### src/rtl/fetch_unit_pkg.sv
// Shared constants and helpers for the instruction-fetch stage.
package fetch_unit_pkg;

  localparam logic [31:0] RESET_VECTOR = 32'h0000_0000;
  localparam logic [31:0] NOP_ENCODING = 32'h0000_0013;  // addi x0,x0,0

  function automatic logic [31:0] word_align(input logic [31:0] addr);
    return addr & 32'hFFFF_FFFC;
  endfunction

endpackage

### src/rtl/fetch_unit.sv
// IF stage: owns the PC, keeps at most one fetch in flight and offers {inst_out, pc_out}
// to IF_ID, absorbing hazard/memory stalls and EX redirects.
module fetch_unit
  import fetch_unit_pkg::*;
#(
  parameter logic [31:0] RESET_PC = RESET_VECTOR,
  parameter logic [31:0] NOP_INST = NOP_ENCODING
) (
  input  logic        clk,
  input  logic        rst,
  input  logic        PC_Write,
  input  logic        DStall,
  input  logic        redirect_valid,
  input  logic [31:0] redirect_pc,
  output logic        imem_req,
  output logic [31:0] imem_addr,
  input  logic        imem_ready,
  input  logic [31:0] imem_rdata,
  output logic [31:0] inst_out,
  output logic [31:0] pc_out,
  output logic        IStall
);

  localparam logic [1:0] S_REQ  = 2'd0;
  localparam logic [1:0] S_HOLD = 2'd1;
  localparam logic [1:0] S_DROP = 2'd2;

  logic [1:0]  state_q, state_d;
  logic [31:0] pc_q, pc_d;
  logic [31:0] buf_q, buf_d;
  logic [31:0] tgt_q, tgt_d;
  logic        avail_s, adv_s;
  logic [31:0] inst_sel_s, redir_pc_s;

  always_comb begin
    avail_s    = (state_q == S_HOLD) || ((state_q == S_REQ) && imem_ready);
    adv_s      = avail_s && PC_Write && !DStall && !redirect_valid;
    inst_sel_s = (state_q == S_HOLD) ? buf_q : imem_rdata;
    redir_pc_s = word_align(redirect_pc);
  end

  assign imem_req  = (state_q != S_HOLD);
  assign imem_addr = pc_q;
  assign IStall    = !avail_s || redirect_valid;
  assign inst_out  = IStall ? NOP_INST : inst_sel_s;
  assign pc_out    = pc_q;

  // Redirect beats advance beats hold; pc only moves once the current request has completed.
  always_comb begin
    state_d = state_q;
    pc_d    = pc_q;
    buf_d   = buf_q;
    tgt_d   = tgt_q;
    case (state_q)
      S_REQ: begin
        if (redirect_valid && !imem_ready) begin
          tgt_d   = redir_pc_s;
          state_d = S_DROP;
        end else if (redirect_valid) begin
          pc_d = redir_pc_s;
        end else if (imem_ready && adv_s) begin
          pc_d = pc_q + 32'd4;
        end else if (imem_ready) begin
          buf_d   = imem_rdata;
          state_d = S_HOLD;
        end else begin
          state_d = S_REQ;
        end
      end
      S_HOLD: begin
        if (redirect_valid) begin
          pc_d    = redir_pc_s;
          state_d = S_REQ;
        end else if (adv_s) begin
          pc_d    = pc_q + 32'd4;
          state_d = S_REQ;
        end else begin
          state_d = S_HOLD;
        end
      end
      S_DROP: begin
        // A redirect landing with the stale response still wins over the stored target.
        if (imem_ready) begin
          pc_d    = redirect_valid ? redir_pc_s : tgt_q;
          state_d = S_REQ;
        end else if (redirect_valid) begin
          tgt_d = redir_pc_s;
        end else begin
          state_d = S_DROP;
        end
      end
      default: begin
        state_d = S_REQ;
      end
    endcase
  end

  always_ff @(posedge clk or posedge rst) begin
    if (rst) begin
      state_q <= S_REQ;
      pc_q    <= word_align(RESET_PC);
      buf_q   <= 32'd0;
      tgt_q   <= 32'd0;
    end else begin
      state_q <= state_d;
      pc_q    <= pc_d;
      buf_q   <= buf_d;
      tgt_q   <= tgt_d;
    end
  end

endmodule
### config.mk
export PLATFORM = sky130hd
export DESIGN_NAME = fetch_unit
export DESIGN_NICKNAME = d
export VERILOG_FILES = /design/src/rtl/fetch_unit_pkg.sv /design/src/rtl/fetch_unit.sv
export SDC_FILE = /design/constraint.sdc
export NUM_CORES = 1
export LEC_CHECK = 0
export ABC_AREA = 1
export BUFFER_PORTS_ARGS = -buffer_cell sky130_fd_sc_hd__clkbuf_2
export CAP_MARGIN = 25
export CORE_MARGIN = 10
export CORE_UTILIZATION = 50
export CTS_BUF_LIST = sky130_fd_sc_hd__clkbuf_8 sky130_fd_sc_hd__clkbuf_16
export DETAILED_ROUTE_END_ITERATION = 7
export MAX_ROUTING_LAYER = met4
export PLACE_DENSITY = 0.77
export SYNTH_ARGS = -nofsm -noshare
export SYNTH_HDL_FRONTEND = slang
export SYNTH_SLANG_ARGS = --single-unit
### constraint.sdc
create_clock -name clk -period 4.4 [get_ports clk]
set_clock_uncertainty 0.15 [all_clocks]
set_input_delay 0.88 -clock clk [delete_from_list [all_inputs] [get_ports clk]]
set_output_delay 0.88 -clock clk [all_outputs]
set_load 0.05 [all_outputs]
After elaboration in Yosys (flattened, before gate mapping). Index checks and enable logic that the tools add are counted.

Register bits: 98. Logic and storage cells: 61. Output and inout port bits: 98.

$add $sub $neg: 1. Muxes and demuxes: 22. Eq/ne operators: 12. Reduce and logical (&&, ||, !) cells: 19. Bitwise gates (word level): 3.

Operators by type and width (count): 32-bit two-way mux (11); 32-bit case mux with 3 select lines (1); 32-bit case mux with 2 select lines (1); 32-bit by 3-bit adder with 32-bit output (second input constant) (1); 2-bit two-way mux (5); 5-bit AND reduction (2); 3-bit != test (second input constant) (3); 1-bit logical AND (6); 2-bit != test (second input constant) (3); 3-bit by 2-bit != test with 1-bit output (second input constant) (2); 2-bit case mux with 3 select lines (1); 3-bit AND reduction (2); 1-bit zero test (4); 2-bit by 1-bit != test with 1-bit output (second input constant) (2); 1-bit two-way mux (3); 1-bit NOT (3); 3-bit nonzero test (1); 2-bit by 1-bit equality test with 1-bit output (second input constant) (1); 2-bit equality test (second input constant) (1); 2-bit zero test (1); 1-bit logical OR (2); 2-bit nonzero test (1).

Logic depth before layout (Yosys ltp).
Word-level depth: 11. Mapped depth: 12. Gate-level depth less buffers: 12.

Worst setup path before layout. OpenSTA, ideal clock, no wires.

Path type: in2out. Start point: in redirect_valid. End point: out inst_out[21]. Arrival: 2.711 ns. Path slack: 0.659 ns. Cell stages on the path: 8. Path buffers: 3. Data required time: 3.370 ns. Cells stage by stage: buf_2 inv_1 nand2_1 inv_2 buf_2 buf_4 o21ai_0 a21oi_1.

Word-level cells in the longest chain between the ends: 2.

Ends and longest elaborated chain: start: declaration (line fetch_unit.sv:13) `input logic redirect_valid,`; 1-bit logical OR (line fetch_unit.sv:44) `assign IStall = !avail_s || redirect_valid;`; via IStall (line fetch_unit.sv:21) `output logic IStall`; 32-bit two-way mux (line fetch_unit.sv:45) `assign inst_out = IStall ? NOP_INST : inst_sel_s;`; end: declaration (line fetch_unit.sv:19) `output logic [31:0] inst_out,`.

The timed path passes the listed nets, and every way through them passes these cells.

Worst setup path after layout.
Start point: in imem_ready. End point: out inst_out[31].

Word-level cells in the longest chain between the ends: 5.

Ends and longest elaborated chain: start: declaration (line fetch_unit.sv:17) `input logic imem_ready,`; 1-bit logical AND (line fetch_unit.sv:36) `avail_s = (state_q == S_HOLD) || ((state_q == S_REQ) && imem_ready);`; 1-bit logical OR (line fetch_unit.sv:36); 1-bit zero test (line fetch_unit.sv:44); 1-bit logical OR (line fetch_unit.sv:44); 32-bit two-way mux (line fetch_unit.sv:45).

No other way between the ends.

==> results.sh <==
export IMPL_outcome="complete, no violations"
export IMPL_synth_yosys_warnings=0
export IMPL_core_mm2=0.0116
export IMPL_worst_ep_arrival_time_ps=2320
export IMPL_leakagePower_nw=3.75
export IMPL_clock_tree_root_cell="sky130_fd_sc_hd__clkbuf_16"
export IMPL_detailedPlacementHpwl_mm=11.7
export IMPL_max_cap_violations=0
export IMPL_cts_setup_buffers=0
export IMPL_antenna_found_initial=0
export IMPL_power_per_cell_area_mw_per_mm2=520
export IMPL_post_route_cells_drive_above_1_share_pct=22.5
export IMPL_timing_final_setup_violations=0
export IMPL_tmin_final_ps=3350
export IMPL_commonest_non_fill_non_tap_cell_in_the_layout="sky130_fd_sc_hd__nand2_1"
export IMPL_clock_sinks=98
export IMPL_worst_hold_path_num_cells=2
export IMPL_initialDrtViolationCount=387
export IMPL_wl_mm=16.9
export IMPL_synth_cell_types=33
export IMPL_grt_pass1_wl_mm=26.8
export IMPL_floorplan_initialDensity_pct=51.7
export IMPL_place_congestion=0.875
export IMPL_drt_antenna_violating_nets=0
export IMPL_die_width_um=129
export IMPL_clock_tree_buf_depth=2
export IMPL_worstPathRequired_ps=3370
export IMPL_grt_util_all_layers_pct=20.3
export IMPL_irDropWorstVdd_v=0.000202
export IMPL_worst_path_buf_inv=3
export IMPL_die_height_um=129
export IMPL_critical_path_reg2reg_endpoint="imem_addr[11]$_DFFE_PP0P_"
export IMPL_power_clock_fraction_pct=24.7
export IMPL_finalCritPeriodShare_pct=76.1
export IMPL_fp_row_count=39
export IMPL_num_io_pins=168
export IMPL_worst_path_largest_cell_delay_ps=340
export IMPL_final_hold_slack_ps=321
export IMPL_r2r_start="state_q[1]$_DFFE_PP0P_"
export IMPL_hold_path_class="reg2reg"
export IMPL_synthCells=860
export IMPL_layout_nets=1040
export IMPL_hold_path_startpoint="tgt_q[1]$_DFFE_PP0P_"
export IMPL_pwr_share_seq_pct=36.5
export IMPL_max_slew_margin_rel_pct=41.7
export IMPL_route_detailed_vias_per_inst=5.22
export IMPL_drc=0
export IMPL_timing_critical_path_fanout_max=29
export IMPL_cpLargestDelayFamily="buffers and inverters"
export IMPL_swShare_pct=45.2
export IMPL_numPortBuffers=165
export IMPL_globalRouteOverflowTotal=0
export IMPL_synth_largest_area_cell="sky130_fd_sc_hd__dfrtp_1"
export IMPL_finalSetupTns_ps=0
export IMPL_ctsResizeCount=0
export IMPL_tritoncts_num_buffers=9
export IMPL_cts_max_level=3
export IMPL_drt_pass1_iterations=5
export IMPL_postSynthNetCount=931
export IMPL_critPathKind="in2out"
export IMPL_vias=5830
export IMPL_internal_power_w=0.00198
export IMPL_finalMaxSlewViolations=0
export IMPL_postSynthAreaPerCell_um2=6.95
export IMPL_clkLatencyLatePin_ps=350
export IMPL_switching_power_w=0.00163
export IMPL_yosysTopAreaCellShare_pct=41.0
export IMPL_synth_top_cells_by_area="sky130_fd_sc_hd__dfrtp_1 (41%), sky130_fd_sc_hd__nand2_1 (19%), sky130_fd_sc_hd__o21ai_0 (5.3%)"
export IMPL_drt_wirelength_per_cell_um=15.1
export IMPL_holdBufCountCts=0
export IMPL_library_cell_contributing_the_largest_single_delay_on_the_critical_path="sky130_fd_sc_hd__inv_2"
export IMPL_timing_reg2reg_worst_path_depth=8
export IMPL_reg2reg_slack_ps=1840
export IMPL_timing_hold_violations_final=0
export IMPL_timing_critical_path_to_type="primary output"
export IMPL_post_synthesis_to_final_layout_area_growth_pct=15.9
export IMPL_design_die_area_mm2=0.0167
export IMPL_ys_ff_latch=98
export IMPL_achievable_frequency_mhz=298
export IMPL_comb_power_share_pct=38.7
export IMPL_worstSetupStartpointType="input pin"
export IMPL_crit_top_cell="sky130_fd_sc_hd__clkbuf_2"
export IMPL_cts_tree="done"
export IMPL_largest_net_degree_at_the_start_of_global_routing=60
export IMPL_first_global_vias=5522
export IMPL_hold_path_endpoint="tgt_q[1]$_DFFE_PP0P_"
export IMPL_diodes=0
export IMPL_clock_pin_slew_worst_setup_and_hold_paths_ps=70
export IMPL_crit_chain="clkbuf_2 > nor2_1 > nor2_2 > nand2_1 > inv_2 > o21ai_0 > a21oi_1 > clkbuf_2"
export IMPL_synth_cell_area_mm2=0.00598
export IMPL_rsz0062_at_grt="false"
export IMPL_ys_seq_area_share_pct=41.0
export IMPL_worst_slew_pin_transition_ps=871
export IMPL_layout_common_cells="sky130_fd_sc_hd__nand2_1 (308), sky130_fd_sc_hd__clkbuf_2 (165), sky130_fd_sc_hd__dfrtp_1 (98)"
worst max path at each step:
stage / startpoint / to / slack (ps) / depth (start not counted)
6_report: imem_ready / inst_out[31] / 1050 / 8
3_3_place_gp: imem_ready / inst_out[30] / 1100 / 8
2_1_floorplan: redirect_valid / inst_out[21] / 660 / 8
3_5_place_dp: imem_ready / inst_out[31] / 1080 / 8
5_1_grt: imem_ready / inst_out[22] / 850 / 8
4_1_cts: imem_ready / inst_out[31] / 1060 / 8
registers in the layout (all words and copies together) (netlist names):
register,flops
imem_addr,32
buf_q,32
state_q,2
tgt_q,32
cells in the mapped netlist:
cell type,number
sky130_fd_sc_hd__a21boi_0,1
sky130_fd_sc_hd__nand2_1,308
sky130_fd_sc_hd__o21ai_1,16
sky130_fd_sc_hd__a31oi_1,3
sky130_fd_sc_hd__clkbuf_1,14
sky130_fd_sc_hd__o21bai_1,1
sky130_fd_sc_hd__buf_4,39
sky130_fd_sc_hd__inv_2,5
sky130_fd_sc_hd__dfrtp_1,98
sky130_fd_sc_hd__nor2_1,84
sky130_fd_sc_hd__o21ai_0,63
sky130_fd_sc_hd__buf_2,20
sky130_fd_sc_hd__xor2_1,4
sky130_fd_sc_hd__a21oi_1,59
sky130_fd_sc_hd__o311ai_0,2
sky130_fd_sc_hd__nor3b_1,1
sky130_fd_sc_hd__nor2_2,7
sky130_fd_sc_hd__buf_1,1
sky130_fd_sc_hd__o2111ai_1,1
sky130_fd_sc_hd__nand3b_1,6
sky130_fd_sc_hd__nand3_2,1
sky130_fd_sc_hd__a41oi_1,2
sky130_fd_sc_hd__nand3_1,15
sky130_fd_sc_hd__o221ai_1,3
sky130_fd_sc_hd__nand2_2,7
sky130_fd_sc_hd__a211oi_1,19
sky130_fd_sc_hd__ha_1,1
sky130_fd_sc_hd__nand2_4,1
sky130_fd_sc_hd__nand4_2,1
sky130_fd_sc_hd__inv_1,66
sky130_fd_sc_hd__and2_1,2
sky130_fd_sc_hd__nor2_4,7
sky130_fd_sc_hd__a22oi_1,2
stage by stage:
stage               instances  total power [W]  worst slack, ps  util [%]  area [µm²]
floorplan                 860          0.00247              659         -        5980
global placement         1101          0.00271             1100      57.0        6590
detailed placement       1101          0.00273             1080      57.0        6590
CTS                      1117          0.00362             1060      59.9        6930
global route             1117          0.00381              849      59.9        6930
finish                   1117          0.00360             1050      59.9        6930
cell type report:
cell class                 count  area, µm²
fill                        1096       4630
multi-input combinational    617       2810
clock inverter                 4       72.6
timing repair buffer         172        878
clock buffer                  12        267
inverter                      71        269
sequential                    98       2450
tap                          143        179
metal layers:
layer	wire [µm]	GRT usage, %	share of wire [%]
met1	7520	25.9	45
met2	7500	30.7	45
met3	1580	6.12	9.4
met4	242	5.28	1.4
met5	0	-	0
power by group through the flow:
stage               clock, W  combinational (W)  sequential (W)
floorplan                  0           0.000946         0.00152
finish              0.000891            0.00140         0.00132
detailed placement         0            0.00140         0.00133
global route        0.000936            0.00152         0.00135
global placement           0            0.00138         0.00132
CTS                 0.000900            0.00141         0.00131
tightest hold or removal path, stage by stage (launching register included):
cell and delay (ps):
sky130_fd_sc_hd__dfrtp_1 340, sky130_fd_sc_hd__nand2_1 50, sky130_fd_sc_hd__nand2_1 50
logic make-up after synthesis:
logic type | synth area share, %
AND/OR/NAND/NOR | 30.3
adder cells (fa/ha/maj) | 0.209
AO/OA/AOI/OAI | 15.9
buffers and inverters | 12.0
flip-flops | 41.0
XOR/XNOR | 0.586
No activity file was read; power rests on OpenSTA's default activity.
